--- src/rtl/stream_demux4.sv ---
// stream_demux4: one-to-four stream demultiplexer with a registered output slot per channel.
//
// Each upstream word carries a channel index (in_sel). It is accepted whenever the selected
// channel's slot is empty or is being drained in the same cycle, so a stalled channel never
// blocks traffic addressed to the others. Outputs come straight from the slot registers.
//
// Optional feature: define STREAM_DEMUX4_COUNT_EN to get an 8-bit wrapping output-transfer
// counter per channel on out_count. Without the macro, out_count is tied to 0 and no counter
// flops exist.
//
// Ports:
//   clk        rising-edge clock
//   rst        synchronous, active-high reset
//   in_valid   upstream word present
//   in_ready   upstream word accepted this cycle
//   in_data    upstream payload, WIDTH bits
//   in_sel     destination channel, 0..3
//   out_valid  bit k: channel k holds a word
//   out_ready  bit k: channel k consumer takes the word
//   out_data   channel k payload in [k*WIDTH +: WIDTH]
//   out_count  channel k transfer count in [k*8 +: 8]
module stream_demux4 #(
    parameter int unsigned WIDTH = 8
) (
    input  logic               clk,
    input  logic               rst,
    input  logic               in_valid,
    output logic               in_ready,
    input  logic [WIDTH-1:0]   in_data,
    input  logic [1:0]         in_sel,
    output logic [3:0]         out_valid,
    input  logic [3:0]         out_ready,
    output logic [4*WIDTH-1:0] out_data,
    output logic [31:0]        out_count
);

    logic [3:0]       valid_q, valid_d;
    logic [WIDTH-1:0] data_q [4];
    logic [WIDTH-1:0] data_d [4];
    logic [3:0]       out_fire;
    logic             in_fire;

    // Ready depends only on the addressed channel: free, or emptying this cycle.
    assign in_ready = !valid_q[in_sel] || out_ready[in_sel];
    assign in_fire  = in_valid && in_ready;
    assign out_fire = valid_q & out_ready;

    always_comb begin
        valid_d = valid_q;
        for (int k = 0; k < 4; k++) begin
            data_d[k] = data_q[k];
            if (in_fire && (in_sel == 2'(k))) begin
                // Load wins over drain, so a full slot refills without a bubble.
                valid_d[k] = 1'b1;
                data_d[k]  = in_data;
            end else if (out_fire[k]) begin
                valid_d[k] = 1'b0;
            end
        end
    end

    always_ff @(posedge clk) begin
        if (rst) begin
            valid_q <= '0;
            for (int k = 0; k < 4; k++) begin
                data_q[k] <= '0;
            end
        end else begin
            valid_q <= valid_d;
            for (int k = 0; k < 4; k++) begin
                data_q[k] <= data_d[k];
            end
        end
    end

    assign out_valid = valid_q;

    always_comb begin
        out_data = '0;
        for (int k = 0; k < 4; k++) begin
            out_data[k*WIDTH +: WIDTH] = data_q[k];
        end
    end

`ifdef STREAM_DEMUX4_COUNT_EN
    logic [7:0] count_q [4];
    logic [7:0] count_d [4];

    always_comb begin
        for (int k = 0; k < 4; k++) begin
            count_d[k] = out_fire[k] ? count_q[k] + 8'd1 : count_q[k];
        end
    end

    always_ff @(posedge clk) begin
        if (rst) begin
            for (int k = 0; k < 4; k++) begin
                count_q[k] <= '0;
            end
        end else begin
            for (int k = 0; k < 4; k++) begin
                count_q[k] <= count_d[k];
            end
        end
    end

    always_comb begin
        out_count = '0;
        for (int k = 0; k < 4; k++) begin
            out_count[k*8 +: 8] = count_q[k];
        end
    end
`else
    assign out_count = '0;
`endif

endmodule

--- config.mk ---
export PLATFORM = sky130hd
export DESIGN_NAME = stream_demux4
export DESIGN_NICKNAME = d
export VERILOG_FILES = /design/src/rtl/stream_demux4.sv
export SDC_FILE = /design/constraint.sdc
export NUM_CORES = 1
export LEC_CHECK = 0
export BUFFER_PORTS_ARGS = -buffer_cell sky130_fd_sc_hd__buf_2
export CORE_MARGIN = 2
export CORE_UTILIZATION = 45
export DETAILED_ROUTE_END_ITERATION = 10
export PLACE_DENSITY = 0.84
export SYNTH_ARGS = -nofsm -noshare
export SYNTH_HDL_FRONTEND = slang
export SYNTH_SLANG_ARGS = --single-unit
--- constraint.sdc ---
create_clock -name clk -period 1.2 [get_ports clk]
set_clock_uncertainty 0.1 [all_clocks]
set_input_delay 0.12 -clock clk [delete_from_list [all_inputs] [get_ports clk]]
set_output_delay 0.12 -clock clk [all_outputs]
set_load 0.03 [all_outputs]
==> metrics.cfg <==
[sta]
fmax_mhz = 643.5
setup_ws_ns = -0.3539
slew_viol_final = 0
rsz0062_at_grt = yes
finalCriticalPeriod_ns = 1.554
hold_viol = 0
fin_tns_setup_ns = -1.451
finalCritPeriodShare = 1.295
setup_viol = 10

[floorplanning]
initial_core_util = 0.4701
dieHeight_um = 66.08
core.rowCount = 22
io_pins = 86
core-area_um2 = 3689
die_area_um2 = 4367
die_w_um = 66.08

[finish]
final_util = 0.5865
nets = 244
final_cell_mix = buf_2 (52), nand2b_1 (40), mux2i_1 (32), conb_1 (32), dfxtp_1 (32)
area_growth_pct = 24.75
instances_no_fill = 276
n_fill_cell = 349
final_common_cell = buf_2
num_antenna_cells = 0
layout-drive-gt1-share = 0.3772
design_area_um2 = 2163

[drt]
drc = 0
antenna_left = 0
wirelength_um = 3390
vias = 1212
avgRoutedWirePerCell_um = 12.28
first_pass_iters = 3
drt-vias-per-instance = 4.391
drtIter0Drc = 31

[worst_setup_path]
worstSetupEndpointType = primary output
path_cells = nand2b_4 > mux4_2 > buf_6
start_kind = flop
worst-setup-path-type = flop to primary output
cpPeakStageDelay_ns = 0.47
worstSetupStartpoint = out_valid[1]
rr_endpoint = data_q[1][2]
critPathRequiredTime_ns = 0.98
r2r-start = out_valid[1]
slowest_stage = mux4_2
reg2reg_slack_ns = -0.14
worstPathArrival_ns = 1.33
reg2reg_depth = 5
crit_fanout = 2

[power]
power_leakage_nw = 1.147
vdd_drop_max_v = 0.0006271
p_per_area_nw_per_um2 = 1254

[logic_synthesis]
synthMuxAreaShare = 0.1977
synth-xor-area-share = 0
synth_compound_area_frac = 0.01154
ys_seq_area_frac = 0.4156
syn_avg_cell_area_um2 = 10.51
synthAdderAreaFrac = 0
synth_cells = 165
yosysUniqueCellTypes = 17
synth_top_family_by_area = simple AND/OR/NAND/NOR gates
yosysTopAreaCellShare = 0.4156
yosys_warnings = 0
synth.area.top_cells = dfxtp_1 (42%), mux2i_1 (18%), nand2b_1 (16%)
ys_seq_elements = 36
yosys.area_share.simple = 0.2020
synth_top_cell_by_area = dfxtp_1
synth_area_um2 = 1734

[cts]
numClockSinks = 36
holdBufCountCts = 0
clkLatencyLatePin_ns = 0.28
clock_path_buffers = 2
cts_root_buf = clkbuf_8
cts_buffers = 5
cts_tree = done
clk_pin_slew_ns = 0.08
cts_max_level = 2

[placement]
post-place-ws_ns = -0.07048
dp_hpwl_um = 2438
placed_cells = 265
place_congestion = 0.7890
placed_area_um2 = 2002
portBuffers = 53

[worst_hold_path]
hold_class = input pin to flop
hold_end = data_q[1][6]
worstHoldStart = in_data[6]
whs_path_depth = 3

[job]
max_cap_viol_count = 0

[global_routing]
first_global_vias = 1153
antenna_found_initial = 0
grt_start_max_net_pins = 32
grt_overflow = 0
grt_first_pass_wirelength_um = 5451
grt_use_total = 0.1655

[run_status]
status = finished, violations left
violations = setup timing

-- routing by layer --
metal	global-route usage	vias up	share of wire
met5	0	-	0
met4	0.04592	0	0.0041
met3	0.06644	2	0.073
met2	0.2525	51	0.48
met1	0.2156	559	0.44
li1	-	600	-
-- sequential cells by signal, summed over array words and instances (netlist names) --
| signal | count |
|---|---|
| data_q | 32 |
| out_valid | 4 |
-- kinds of logic after synthesis --
| group | Yosys count |
|---|---|
| simple gates | 51 |
| mux | 33 |
| compound gates | 4 |
| flops | 36 |
| other cells | 1 |
| buf+inv | 40 |
-- final cells by class --
class / instances / area (um^2) / area share
clock inverter: 2 / 12.51 / 0.005784
sequential: 36 / 735.7 / 0.3401
tap: 48 / 60.06 / 0.02776
multi-input combinational: 120 / 860.8 / 0.3979
timing repair buffer: 64 / 400.4 / 0.1851
clock buffer: 6 / 93.84 / 0.04338
-- per-stage QoR --
| stage | power (W) | hold WS (ns) |
|---|---|---|
| after floorplan | 0.001718 | 0.2115 |
| final | 0.002713 | 0.06850 |
| after global placement | 0.001745 | 0.3147 |
| after detailed placement | 0.001751 | 0.3293 |
| after CTS | 0.002739 | 0.06122 |
| after global routing | 0.002848 | 0.07151 |
-- what timing repair did --
item | CTS | global route
resized for setup | 6 | 1
gates cloned | 0 | 1
pin swaps | 2 | 1
endpoints found under the setup margin | 7 | 27
setup buffers | 5 | 2
endpoints found under the hold margin | 0 | 0
-- power breakdown --
part / leakage [nW] / switching (W) / total, W / internal, W
registers: 0.296 / 0.0000231 / 0.00125 / 0.00123
logic: 0.799 / 0.000329 / 0.000481 / 0.000152
clock network: 0.0523 / 0.000446 / 0.000977 / 0.000531
total: 1.15 / 0.000798 / 0.00271 / 0.00191
-- synthesized netlist by cell type (all sizes together) --
master / number
nor2b: 1
nand3: 1
mux4: 1
nand2b: 44
nand4: 1
and3: 1
clkbuf: 4
a21oi: 4
conb: 1
nand4b: 1
nand3b: 1
dfxtp: 36
mux2i: 32
and4: 1
buf: 36
-- worst max-delay path: cells and delay by family (launching register included) --
family	cells	cell delay, ns
multiplexers	1	0.47
flip-flops	1	0.37
buffers and inverters	1	0.16
AND/OR/NAND/NOR	1	0.06
-- worst max-delay path by stage --
stage                           to  slack (ns)  cells past startpoint
after detailed placement  in_ready       -0.07                      3
after CTS                 in_ready       -0.36                      3
after global routing      in_ready       -0.39                      3
final                     in_ready       -0.35                      3
after floorplan           in_ready       -0.05                      2
after global placement    in_ready       -0.05                      3
(Power assumes the default switching activity.)
